[src/rtl/pipeline_stall_controller.sv]
// ----------------------------------------------------------------------------
// pipeline_stall_controller
//
// Hazard/stall sequencer for the 5-stage pipeline. It produces the hold
// enables and bubble/flush controls for the PC, IF/ID, ID/EX, EX/MEM and
// MEM/WB registers. It resolves load-use hazards, taken-branch flushes and
// multi-cycle data-memory waits. A watchdog bounds memory waits, and a
// saturating counter records stalled cycles.
//
// Parameters
//   MEM_TIMEOUT  consecutive frozen memory cycles before the watchdog trips
//                (legal range 2..255)
//   REG_W        register-address width
//
// Ports
//   clock, reset                  rising-edge clock; asynchronous active-high reset
//   ID_rs, ID_rt, ID_uses_rt      source registers of the ID instruction
//   EX_write_reg_1                destination register of the EX instruction
//   EX_rm_write_enable            EX instruction writes the register file
//   EX_rm_write_data_source       EX instruction is a load
//   EX_branch_taken               branch in EX resolved taken
//   MEM_dm_access, dm_ready       MEM data-memory access and its acknowledge
//   pc_enable .. MEM_WB_bubble    pipeline register controls (combinational)
//   mem_timeout_error             sticky watchdog flag
//   stall_count                   saturating count of cycles with pc_enable=0
// ----------------------------------------------------------------------------
module pipeline_stall_controller #(
    parameter int MEM_TIMEOUT = 16,
    parameter int REG_W       = 5
) (
    input  logic             clock,
    input  logic             reset,
    input  logic [REG_W-1:0] ID_rs,
    input  logic [REG_W-1:0] ID_rt,
    input  logic             ID_uses_rt,
    input  logic [REG_W-1:0] EX_write_reg_1,
    input  logic             EX_rm_write_enable,
    input  logic             EX_rm_write_data_source,
    input  logic             EX_branch_taken,
    input  logic             MEM_dm_access,
    input  logic             dm_ready,
    output logic             pc_enable,
    output logic             IF_ID_enable,
    output logic             IF_ID_flush,
    output logic             ID_EX_enable,
    output logic             ID_EX_bubble,
    output logic             EX_MEM_enable,
    output logic             MEM_WB_bubble,
    output logic             mem_timeout_error,
    output logic [15:0]      stall_count
);

    typedef enum logic [1:0] {
        RUN      = 2'd0,
        MEM_WAIT = 2'd1,
        ERROR    = 2'd2
    } state_t;

    localparam logic [7:0] WAIT_LAST = 8'(MEM_TIMEOUT - 1);

    state_t      state_q, state_d;
    logic [7:0]  wait_cnt_q, wait_cnt_d;
    logic [15:0] stall_count_q;
    logic        load_use;
    logic        run_controls;

    function automatic logic [15:0] sat_inc16(input logic [15:0] value);
        if (value == 16'hFFFF) begin
            return value;
        end
        return value + 16'd1;
    endfunction

    // r0 is hardwired to zero, so a load into it never creates a dependency.
    assign load_use = EX_rm_write_enable && EX_rm_write_data_source &&
                      (EX_write_reg_1 != '0) &&
                      ((EX_write_reg_1 == ID_rs) ||
                       (ID_uses_rt && (EX_write_reg_1 == ID_rt)));

    always_comb begin
        state_d           = state_q;
        wait_cnt_d        = wait_cnt_q;
        run_controls      = 1'b0;
        pc_enable         = 1'b0;
        IF_ID_enable      = 1'b0;
        IF_ID_flush       = 1'b0;
        ID_EX_enable      = 1'b0;
        ID_EX_bubble      = 1'b0;
        EX_MEM_enable     = 1'b0;
        MEM_WB_bubble     = 1'b0;
        mem_timeout_error = 1'b0;

        unique case (state_q)
            RUN: begin
                if (MEM_dm_access && !dm_ready) begin
                    // Freeze everything upstream of MEM and push a NOP into WB.
                    MEM_WB_bubble = 1'b1;
                    state_d       = MEM_WAIT;
                    wait_cnt_d    = 8'd1;
                end else begin
                    run_controls = 1'b1;
                    wait_cnt_d   = 8'd0;
                end
            end
            MEM_WAIT: begin
                if (!dm_ready) begin
                    MEM_WB_bubble = 1'b1;
                    wait_cnt_d    = wait_cnt_q + 8'd1;
                    if (wait_cnt_q == WAIT_LAST) begin
                        state_d = ERROR;
                    end
                end else begin
                    // Release cycle behaves like RUN, so deferred hazards resolve now.
                    run_controls = 1'b1;
                    state_d      = RUN;
                    wait_cnt_d   = 8'd0;
                end
            end
            ERROR: begin
                MEM_WB_bubble     = 1'b1;
                mem_timeout_error = 1'b1;
            end
            default: begin
                state_d    = RUN;
                wait_cnt_d = 8'd0;
            end
        endcase

        if (run_controls) begin
            pc_enable     = 1'b1;
            IF_ID_enable  = 1'b1;
            ID_EX_enable  = 1'b1;
            EX_MEM_enable = 1'b1;
            if (EX_branch_taken) begin
                // The ID instruction is squashed, so its load-use hazard is moot.
                IF_ID_flush  = 1'b1;
                ID_EX_bubble = 1'b1;
            end else if (load_use) begin
                pc_enable    = 1'b0;
                IF_ID_enable = 1'b0;
                ID_EX_bubble = 1'b1;
            end
        end

        // Hold the whole pipeline frozen while reset is asserted.
        if (reset) begin
            pc_enable         = 1'b0;
            IF_ID_enable      = 1'b0;
            IF_ID_flush       = 1'b0;
            ID_EX_enable      = 1'b0;
            ID_EX_bubble      = 1'b0;
            EX_MEM_enable     = 1'b0;
            MEM_WB_bubble     = 1'b0;
            mem_timeout_error = 1'b0;
        end
    end

    always_ff @(posedge clock or posedge reset) begin
        if (reset) begin
            state_q       <= RUN;
            wait_cnt_q    <= 8'd0;
            stall_count_q <= 16'd0;
        end else begin
            state_q    <= state_d;
            wait_cnt_q <= wait_cnt_d;
            if (!pc_enable) begin
                stall_count_q <= sat_inc16(stall_count_q);
            end
        end
    end

    assign stall_count = stall_count_q;

endmodule

[config.mk]
export PLATFORM = sky130hd
export DESIGN_NAME = pipeline_stall_controller
export DESIGN_NICKNAME = d
export VERILOG_FILES = /design/src/rtl/pipeline_stall_controller.sv
export SDC_FILE = /design/constraint.sdc
export NUM_CORES = 1
export LEC_CHECK = 0
export ABC_CLOCK_PERIOD_IN_PS = 6200
export CAP_MARGIN = 20
export CELL_PAD_IN_SITES_DETAIL_PLACEMENT = 0
export CELL_PAD_IN_SITES_GLOBAL_PLACEMENT = 1
export CORE_AREA = 5 5 69 71
export CTS_BUF_LIST = sky130_fd_sc_hd__clkbuf_8
export DETAILED_ROUTE_END_ITERATION = 8
export DIE_AREA = 0 0 74 76
export HOLD_SLACK_MARGIN = 0.03
export PLACE_DENSITY_LB_ADDON = 0.3
export REMOVE_ABC_BUFFERS = 1
export SLEW_MARGIN = 10
export SYNTH_ARGS = -nofsm -noshare
export SYNTH_HDL_FRONTEND = slang
export SYNTH_SLANG_ARGS = --single-unit
export TNS_END_PERCENT = 5
[constraint.sdc]
create_clock -name clock -period 6.2 [get_ports clock]
set_input_delay 1.24 -clock clock [delete_from_list [all_inputs] [get_ports clock]]
set_output_delay 1.24 -clock clock [all_outputs]
set_load 0.02 [all_outputs]
==> reports/qor.txt <==
Flop pwr share = 39.8%
Reg-to-Reg Start = state_q[0]$_DFFE_PP0P_
vias in the first global route = 1296
crit-path max FO = 16
Crit. End Element = primary output
top cell type by total area after synthesis = dfrtp_1
Post-Synthesis Cells = 155
height of the chip = 76 um
PostCTS Resize Cnt = 0
DRC = 0
Via Count = 1323
final hold vios = 0
Setup WS pre-CTS = 1466 ps
# fillers = 397
deepest clock path buffer count = 2
Avg Synthesized Cell Area = 9.759 um2
Worst Setup SP = EX_write_reg_1[1]
largest net degree at the start of global routing = 27
R2R Path End = stall_count[1]$_DFFE_PP0P_
combinational share of power = 35.1%
Final Skew = 10.28 ps
number of flops mapped to enable cells by yosys = 0
top_reg_cell synth = dfrtp_1
run status = finished, final reports clean
warnings from Yosys = 0
period utilization = 76.66%
Setup TNS = 0 ps
Slew Limit Headroom = 53.56%
Worst Path Arrival = 3510 ps
most frequent cells after synthesis = dfrtp_1, nand3_1, xnor2_1, xor2_1, and3_1
top-count cell post-synth = dfrtp_1
DRT antenna net count = 0
first-pass GRT wire length = 5934 um
initial antenna violation count = 0
switch share = 32.08%
DRT iter0 DRCs = 45
Post-DP Area = 1997 um2
largest cells by area after synthesis = dfrtp_1, xnor2_1, xor2_1
worst path required time = 4960 ps
minimum clock period = 4753 ps
core footprint = 4174 um2
final setup vio count = 0
CTS Hold Buffers Added = 0
ys async rst share = 100.0%
CTS Buf Count = 3
area grow syn2layout = 38.54%
HPWL after DPL = 2754 um
Die Area = 5624 um2
IO Pins = 47
Worst Max-Slew Pin Slew = 691.3 ps
Crit Path Category = in -> out
Reg2Reg Depth = 7
drt first pass iters = 4
H-tree levels = 1
Clock Sinks = 26
CP Launch Type = primary input
flops & latches, synth = 26
Worst Hold Path EP = wait_cnt_q[7]$_DFFE_PP0N_
sequential-to-total area share from yosys stat = 43.01%
CTS tree = built
setup slack, reg-to-reg = 4050 ps
critical hold path startpoint = wait_cnt_q[7]$_DFFE_PP0N_
Vias per Instance = 5.229
# rows = 24
NumNets Final = 227
Starting Density = 36.24%
Pwr Density = 268.4 nW/um2
port bufs = 46
hold depth = 1
DR WL/cell = 14.07 um
post-route cell area = 2096 um2
Final WS setup = 1447 ps
Clock power frac = 25.1%
Cell Area, Synth = 1513 um2
Clock Tree Root = clkbuf_8
max frequency = 0.2104 GHz
Total Routing Usage GR = 12.99%
unrepaired setup endpoints after global routing = no
leakage power = 0.8735 nW
Max Slew Vio Count = 0
antenna cells = 0
internal power = 0.3821 mW
layout cells sized above 1 = 7.960%
Clock Latency Late Sink = 270 ps
global placer's final weighted congestion = 0.8142
VDD IR max = 0.1395 mV
Switch Pwr = 0.1804 mW
Setup Buffers After CTS = 0
Max-Cap Viols = 0
die width = 74 um
area share of the largest cell type after synthesis = 43.01%
clk slew on worst S/H paths = 90 ps
worst hold margin = 501.2 ps
number of distinct library cells after synthesis = 34
Min-Delay Path Class = reg -> reg
final WL = 3559 um
global route overflow = 0
[critical path: stages]
cell	delay, ps
clkdlybuf4s50_1	480
or4_1	530
o211ai_1	260
o31ai_2	80
buf_4	230
inv_1	80
clkdlybuf4s50_1	600
[routing by layer]
metal  GRT usage [%]  share of wire, %  vias up
li1                -                 -      634
met5               0                 0        -
met1           16.27                43      640
met4           5.254               2.2        0
met2           21.81                50       41
met3           1.979               5.4        8
[cells by family after synthesis]
group | share of synthesized area [%]
DFF | 43.01
buffers and inverters | 4.466
muxes | 1.406
adders and majority gates | 1.654
AOI/OAI and AO/OA | 8.933
and+or+nand+nor | 24.90
xor gates and xnor gates | 15.63
[stage by stage]
step                      utilization (%)  cells  total power [mW]
after floorplan                         -    149            0.3303
after global routing                50.21    253            0.5922
after detailed placement            47.84    248            0.4246
after CTS                           49.55    252            0.5675
final                               50.21    253            0.5626
after global placement              47.84    248            0.4203
[power by group through the flow]
stage | logic (mW) | clock network (mW) | registers [mW]
after floorplan | 0.0779 | 0 | 0.252
after global placement | 0.194 | 0 | 0.226
after detailed placement | 0.197 | 0 | 0.227
after CTS | 0.198 | 0.145 | 0.224
after global routing | 0.213 | 0.150 | 0.229
final | 0.197 | 0.141 | 0.224
[how the worst max path moves through the flow]
stage | to | depth (start not counted)
after floorplan | IF_ID_enable | 5
after CTS | IF_ID_enable | 7
after detailed placement | IF_ID_enable | 7
final | IF_ID_enable | 7
after global routing | IF_ID_enable | 8
after global placement | pc_enable | 7
[cell usage in the layout (no fill, tap or decap), types with 2 or more instances in the layout]
cell	synthesis	final
clkdlybuf4s50_1	0	46
dfrtp_1	26	26
nand3_1	16	16
xnor2_1	14	14
xor2_1	13	13
and3_1	12	12
o21ai_0	11	11
nand2_1	10	10
nor2_1	9	9
inv_1	5	5
nand3_2	5	5
nor4_1	3	3
nor3_1	3	3
clkbuf_8	0	3
and3_4	2	2
a31oi_1	2	2
ha_1	2	2
[state kept, by name, summed over array words and instances, names as in the netlist]
signal / flops
stall_count: 16
wait_cnt_q: 8
state_q: 2
[area by class of cell]
class                      count  area [um2]  share of cell area (%)
tap                           52       65.06                   3.104
sequential                    26       650.6                   31.04
clock buffer                   3       41.29                   1.970
inverter                       5       18.77                  0.8955
clock inverter                 1       30.03                   1.433
multi-input combinational    118       794.5                   37.91
timing repair buffer          48       495.5                   23.64
Power figures use the tool's default switching activity.
